$ cat config.mk
export PLATFORM = sky130hd
export DESIGN_NAME = multu_hilo_unit
export DESIGN_NICKNAME = d
export VERILOG_FILES = /design/src/rtl/multu_hilo_unit.sv
export SDC_FILE = /design/constraint.sdc
export NUM_CORES = 1
export LEC_CHECK = 0
export CAP_MARGIN = 10
export CORE_UTILIZATION = 40
export CTS_CLUSTER_DIAMETER = 30
export DETAILED_ROUTE_END_ITERATION = 10
export GPL_ROUTABILITY_DRIVEN = 0
export PLACE_DENSITY = 0.71
export SETUP_SLACK_MARGIN = 0.05
export SYNTH_ARGS = -nofsm -noshare
export SYNTH_HDL_FRONTEND = slang
export SYNTH_SLANG_ARGS = --single-unit
$ cat constraint.sdc
create_clock -name clk -period 6.5 [get_ports clk]
set_input_delay 0.65 -clock clk [delete_from_list [all_inputs] [get_ports clk]]
set_output_delay 0.65 -clock clk [all_outputs]
set_load 0.01 [all_outputs]
$ cat src/rtl/multu_hilo_unit.sv
`default_nettype none
// ============================================================================
// Module   : multu_hilo_unit
// Purpose  : Multi-cycle unsigned shift-add multiplier with a HI/LO result
//            register pair. Executes MULTU (R-type, Funct 25) issued from the
//            EX stage and serves later MFHI/MFLO reads. Raises a stall to the
//            hazard logic whenever a MULTU or MFHI/MFLO arrives while busy.
// Ports    : clk      - rising-edge clock
//            rst      - asynchronous active-high reset
//            start    - MULTU issue pulse (accepted only in IDLE)
//            dataA    - multiplicand (rs), sampled on accepted start
//            dataB    - multiplier (rt), sampled on accepted start
//            rd_req   - MFHI/MFLO wants HI/LO this cycle
//            rd_sel   - 1 = HI, 0 = LO
//            rd_data  - combinational rd_sel ? HI : LO
//            busy     - high while iterating
//            done     - one-cycle pulse after HI/LO commit
//            stall    - unit not idle while a MULTU or HI/LO read is pending
// Revision : 1.0 - initial release
// ============================================================================
module multu_hilo_unit #(
  parameter int WIDTH = 32,
  parameter int CNT_W = 6
) (
  input  logic             clk,
  input  logic             rst,
  input  logic             start,
  input  logic [WIDTH-1:0] dataA,
  input  logic [WIDTH-1:0] dataB,
  input  logic             rd_req,
  input  logic             rd_sel,
  output logic [WIDTH-1:0] rd_data,
  output logic             busy,
  output logic             done,
  output logic             stall
);

  typedef enum logic [1:0] {
    S_IDLE = 2'd0,
    S_RUN  = 2'd1,
    S_DONE = 2'd2
  } state_t;

  // Count value of the final iteration; latency is fixed at WIDTH iterations.
  localparam logic [CNT_W-1:0] c_last = CNT_W'(WIDTH - 1);

  state_t               r_state;
  state_t               w_next;
  logic [WIDTH-1:0]     r_hi;
  logic [WIDTH-1:0]     r_lo;
  logic [2*WIDTH-1:0]   r_product;
  logic [2*WIDTH-1:0]   r_mcand;
  logic [WIDTH-1:0]     r_mplier;
  logic [CNT_W-1:0]     r_count;

  logic [2*WIDTH-1:0]   w_addend;
  logic [2*WIDTH-1:0]   w_sum;
  logic                 w_last;

  // The product register is wide enough that this sum never overflows.
  assign w_addend = r_mplier[0] ? r_mcand : '0;
  assign w_sum    = r_product + w_addend;
  assign w_last   = (r_count == c_last);

  // --------------------------------------------------------------------------
  // State register
  // --------------------------------------------------------------------------
  always_ff @(posedge clk or posedge rst) begin
    if (rst) begin
      r_state <= S_IDLE;
    end else begin
      r_state <= w_next;
    end
  end

  // --------------------------------------------------------------------------
  // Next state and status outputs
  // --------------------------------------------------------------------------
  always_comb begin
    w_next = r_state;
    busy   = 1'b0;
    done   = 1'b0;
    case (r_state)
      S_IDLE: begin
        if (start) begin
          w_next = S_RUN;
        end
      end
      S_RUN: begin
        busy = 1'b1;
        if (w_last) begin
          w_next = S_DONE;
        end
      end
      S_DONE: begin
        done   = 1'b1;
        w_next = S_IDLE;
      end
      default: begin
        w_next = S_IDLE;
      end
    endcase
  end

  // Any request that arrives while not idle must be held upstream. In IDLE a
  // read is served immediately and a start is accepted on the coming edge.
  assign stall   = (r_state != S_IDLE) & (start | rd_req);
  assign rd_data = rd_sel ? r_hi : r_lo;

  // --------------------------------------------------------------------------
  // Datapath: operand shift registers, accumulator, HI/LO
  // --------------------------------------------------------------------------
  always_ff @(posedge clk or posedge rst) begin
    if (rst) begin
      r_hi      <= '0;
      r_lo      <= '0;
      r_product <= '0;
      r_mcand   <= '0;
      r_mplier  <= '0;
      r_count   <= '0;
    end else begin
      case (r_state)
        S_IDLE: begin
          if (start) begin
            r_mcand   <= {{WIDTH{1'b0}}, dataA};
            r_mplier  <= dataB;
            r_product <= '0;
            r_count   <= '0;
          end
        end
        S_RUN: begin
          r_product <= w_sum;
          r_mcand   <= r_mcand << 1;
          r_mplier  <= r_mplier >> 1;
          r_count   <= r_count + 1'b1;
          // HI/LO hold the previous result until this single commit edge,
          // which includes the add from the final iteration.
          if (w_last) begin
            r_hi <= w_sum[2*WIDTH-1:WIDTH];
            r_lo <= w_sum[WIDTH-1:0];
          end
        end
        default: begin
        end
      endcase
    end
  end

endmodule
`default_nettype wire
* After elaboration in Yosys (flattened, before gate mapping)
Cells that the tools add are included.
** Word-level totals
- Bits in registers :: 232
- Bits of input ports :: 69
- Output and inout bits :: 35
- Logic and storage cells :: 37
** Cells by class
- $add $sub $neg :: 2
- Eq/ne operators :: 5
- Mux-type cells :: 15
- Bitwise operators :: 2
- Reduce and logical (&&, ||, !) cells :: 6
** Operators by type and width (count)
- 64-bit case mux with 2 select lines :: 2
- 64-bit two-way mux :: 3
- 64-bit adder :: 1
- 32-bit two-way mux :: 2
- 32-bit case mux with 2 select lines :: 1
- 6-bit case mux with 2 select lines :: 1
- 6-bit by 1-bit adder with 6-bit output, second input constant :: 1
- 6-bit by 5-bit == test with 1-bit output, second input constant :: 1
- 6-bit two-way mux :: 1
- 2-bit AND reduction :: 3
- 2-bit two-way mux :: 2
- 2-bit inequality test, second input constant :: 2
- 2-bit case mux with 2 select lines :: 1
- 2-bit nonzero test :: 2
- 2-bit by 1-bit == test with 1-bit output, second input constant :: 1
- 2-bit == test, second input constant :: 1
- 2-bit zero test :: 1
- 1-bit two-way mux :: 2
- 1-bit AND :: 1
- 1-bit bitwise OR :: 1

* Longest topological paths before layout
- Word-level depth :: 3
- Gate-level depth with buffers :: 14
- Depth with buffers taken out :: 12

* Worst setup path before layout
OpenSTA, ideal clock, no wires.
- Kind :: register to register
- Start :: reg r_mplier[0]
- End :: reg r_hi[2]
- Arrival time :: 3.147 ns
- Data required time :: 6.375 ns
- Setup slack :: 3.228 ns
- Cell stages (with the launch flop) :: 15
- Path buffers :: 2
- Cells stage by stage :: dfrtp_1 clkbuf_1 clkbuf_1 and2_1 ha_1 fa_1 a211oi_1 o21ai_1 or3b_1 o21ai_2 a31oi_4 o21ai_1 a311oi_1 xnor2_1 mux2_2
** On the way
- Cells in the longest elaborated chain, start to end :: 2
** RTL lines
- start, declared :: line 53 : logic [WIDTH-1:0] r_mplier;
- start signal, assigned :: line 126 : r_mplier <= dataB;
- start signal, assigned :: line 134 : r_mplier <= r_mplier >> 1;
- 64-bit two-way mux :: line 61 : assign w_addend = r_mplier[0] ? r_mcand : '0;
- 64-bit adder :: line 62 : assign w_sum = r_product + w_addend;
- end signal, assigned :: line 139 : r_hi <= w_sum[2*WIDTH-1:WIDTH];
- end, declared :: line 49 : logic [WIDTH-1:0] r_hi;
No other way between the ends.
A chain may end at the register's enable or synchronous reset.

* Final worst setup path
- Start :: reg r_mplier[0]
- End :: reg r_product[62]
** On the way
- Cells in the longest elaborated chain, start to end :: 3
** RTL lines
- 64-bit two-way mux :: line 61
- 64-bit adder :: line 62
- 64-bit case mux with 2 select lines :: line 122 : case (r_state)
- end signal, assigned :: line 132 : r_product <= w_sum;
- end, declared :: line 51 : logic [2*WIDTH-1:0] r_product;
No other way between the ends.

==> results.yml <==
run_status:
  status: "completed"
layout:
  syn_to_final_growth_pct: 21.5
  final.fill_count: 3145
  drive_above_1_share_pct: 11.5
  final_nets: 1705
  final_cells: 2060
  antennaDiodeCount: 0
critical_path:
  timing.rr.start: "r_mplier[0]$_DFFE_PP0P_"
  endpoint: "r_product[62]$_DFFE_PP0P_"
  path_max_fanout: 65
  slowest_delay_ns: 0.45
  crit_required_ns: 6.94
  path_buf_inv: 1
  worstSetupPathType: "reg2reg"
  reg2reg_to: "r_product[62]$_DFFE_PP0P_"
  regToRegSetupSlack_ns: 2.66
  cp-end-kind: "flip-flop"
  cp_cell_sequence: "buf_4 > and2_1 > ha_1 > fa_1 > a211oi_1 > o21ai_1 > or3b_1 > a21oi_2 > nand4_1 > a31oi_2 > and4_1 > o21ai_1 > a32o_1"
  rr_worst_depth: 13
  crit_top_cell: "o21ai_1"
  path_delay_family: "compound AO/OA/AOI/OAI gates"
  critical-path-slowest-cell: "buf_4"
  start_kind: "flip-flop"
  cp-startpoint: "r_mplier[0]$_DFFE_PP0P_"
  worstPathArrival_ns: 4.28
  crit_cells: 13
die:
  start_util_pct: 41.1
  boundaryPins: 104
  die_w_microns: 189
  core_sq_mm: 0.0339
  rows: 67
  die_area_sq_mm: 0.0356
  die_h_microns: 189
clock_network:
  cts_buffer_depth: 3
  clk_pin_slew_ns: 0.05
  ctsHoldBuffers: 0
  cts_tree: "done"
  htree_num_levels: 2
  cts_inserted_buffers: 52
  post_cts_resized: 0
  root_buffer: "clkbuf_16"
  cts.sinks: 232
  cts_setup_buffers: 0
  clk_latency_ns: 0.57
logic_synthesis:
  synth_top_area_cell: "dfrtp_1"
  synth_fa_ha_area_share_pct: 5.89
  ys_ff_latch: 232
  synth_compound_area_share_pct: 24.0
  synth_top_family_by_area: "compound AO/OA/AOI/OAI gates"
  synthXorXnorAreaFrac_pct: 3.39
  ys.flop_type: "dfrtp_1"
  synthSimpleGateAreaFrac_pct: 17.2
  syn_area_per_cell_sq_um: 9.24
  yosysTopAreaCellShare_pct: 41.7
  muxShareOfSynthArea_pct: 4.59
  yosys-top-cells-area: "dfrtp_1 42%, ha_1 5.7%, nand2_1 5.7%"
  syn_nets: 1641
  async_flop_share_pct: 100
  syn_area_sq_mm: 0.0139
  netlist_top_cells_count: "232 x dfrtp_1, 212 x nand2_1, 146 x a21oi_1"
  synth.most_common_cell: "dfrtp_1"
  syn_inst: 1507
  synth_edf_count: 0
  yosys_warnings: 0
  synth-seq-area-share_pct: 41.7
  synth_cell_type_count: 69
sta:
  clock_skew_ns: 0.0259
  min_period_over_period_pct: 59.1
  final-setup-viol-count: 0
  rsz0062_at_grt: "no"
  drv_slew: 0
  slew_headroom_pct: 38.8
  worst_pin_slew_ns: 0.918
  tns_ns: 0
  min_period_ns: 3.84
  fmax_ghz: 0.260
  finalHoldViolCount: 0
route:
  wl_microns: 36900
  drt_iter0_markers: 867
  wl_per_cell_microns: 17.9
  viasPerCell: 5.70
  num_vias: 11700
  first_pass_iters: 5
  drc: 0
  ant_nets: 0
pwr:
  leakagePower_nw: 7.62
  irDropWorstVdd_mv: 0.245
  power_density_mw_per_mm2: 417
global_route:
  grt_pass1_vias: 11600
  antenna_found_initial: 0
  grt_usage_pct: 21.0
  grt_pass1_wl_microns: 61200
  overflow: 0
  grt_max_degree: 158
worst_hold_path:
  hold_start: "r_lo[7]$_DFFE_PP0P_"
  worstHoldPathType: "reg2reg"
place:
  dpl.cell_count: 1965
  place.port_buffers: 103
  dp_hpwl_microns: 24700
job:
  maxCapViolCount: 0
[flip-flops by register name, summed over array words and instances (netlist names)]
name,flops
r_count,6
r_hi,32
r_lo,32
r_mcand,64
r_mplier,32
r_product,64
r_state,2
[power by group]
| part | switching [W] | internal, W |
|---|---|---|
| registers | 0.000372 | 0.00195 |
| clock network | 0.000854 | 0.00160 |
| logic | 0.00124 | 0.00105 |
[how the worst min path moves through the flow]
stage | to | slack (ns) | depth (start not counted)
after floorplan | r_hi[6]$_DFFE_PP0P_ | 0.44 | 2
final | r_lo[7]$_DFFE_PP0P_ | 0.47 | 2
after CTS | r_lo[30]$_DFFE_PP0P_ | 0.47 | 2
after detailed placement | r_lo[30]$_DFFE_PP0P_ | 0.46 | 2
after global routing | r_lo[30]$_DFFE_PP0P_ | 0.50 | 2
after global placement | r_lo[31]$_DFFE_PP0P_ | 0.46 | 2
[through the flow]
| step | utilization [%] | hold WS [ns] | total power, W | area [sq um] | setup slack (ns) |
|---|---|---|---|---|---|
| 2_1_floorplan | - | 0.440 | 0.00380 | 13900 | 2.81 |
| 3_3_place_gp | 45.0 | 0.455 | 0.00453 | 15300 | 2.74 |
| 3_5_place_dp | 45.0 | 0.460 | 0.00458 | 15300 | 2.74 |
| 4_1_cts | 50.0 | 0.471 | 0.00708 | 16900 | 2.72 |
| 5_1_grt | 50.0 | 0.499 | 0.00747 | 16900 | 2.37 |
| 6_report | 50.0 | 0.468 | 0.00706 | 16900 | 2.66 |
[layout make-up]
type,count,area [sq um],area share [%]
clock buffer,60,1380,8.17
multi-input combinational,1155,7690,45.4
inverter,13,53.8,0.318
tap,448,561,3.31
timing repair buffer,117,1140,6.76
sequential,232,5810,34.3
clock inverter,35,285,1.69
[worst register-to-register path, cell delays in order (launching register included)]
cell	delay [ns]
dfrtp_1	0.31
buf_4	0.45
and2_1	0.22
ha_1	0.18
fa_1	0.24
a211oi_1	0.11
o21ai_1	0.14
or3b_1	0.43
a21oi_2	0.34
nand4_1	0.21
a31oi_2	0.45
and4_1	0.30
o21ai_1	0.09
a32o_1	0.25
[metal layers]
metal  track usage, %  vias to the layer above  part of all wire [%]
met2             31.4                      360                    43
met5                0                        -                     0
met1             30.1                     5703                    48
met4             7.13                        0                   2.6
li1                 -                     5602                     -
met3             4.25                       76                   6.3
[logic make-up after synthesis]
kind of cell	after synthesis
simple gates	475
compound gates	504
buf+inv	120
flops	232
xor+xnor	54
mux	57
fa+ha+maj	65
[placed cells by master (no fill, tap or decap), types with 4 or more instances in the layout]
cell,count
o21a_1,12
dfrtp_1,230
inv_1,10
a21o_1,24
nand2_1,212
o211ai_1,8
o21bai_1,10
o21ai_0,116
buf_4,13
and2_1,69
mux2_2,55
clkinv_2,15
xnor2_1,39
clkbuf_16,53
a21boi_0,5
o21ai_1,5
a22oi_1,31
and3_1,6
o2111ai_1,4
nor3_1,23
xor2_1,15
ha_1,64
a31oi_1,7
a22o_1,88
clkinv_4,7
o31ai_1,5
nor2b_1,37
a211oi_1,5
a21oi_1,146
and3b_1,33
clkdlybuf4s50_1,102
nand3_1,20
nand4_1,21
clkbuf_1,4
nor2_1,35
clkinvlp_4,10
Power figures use the tool's default switching activity.
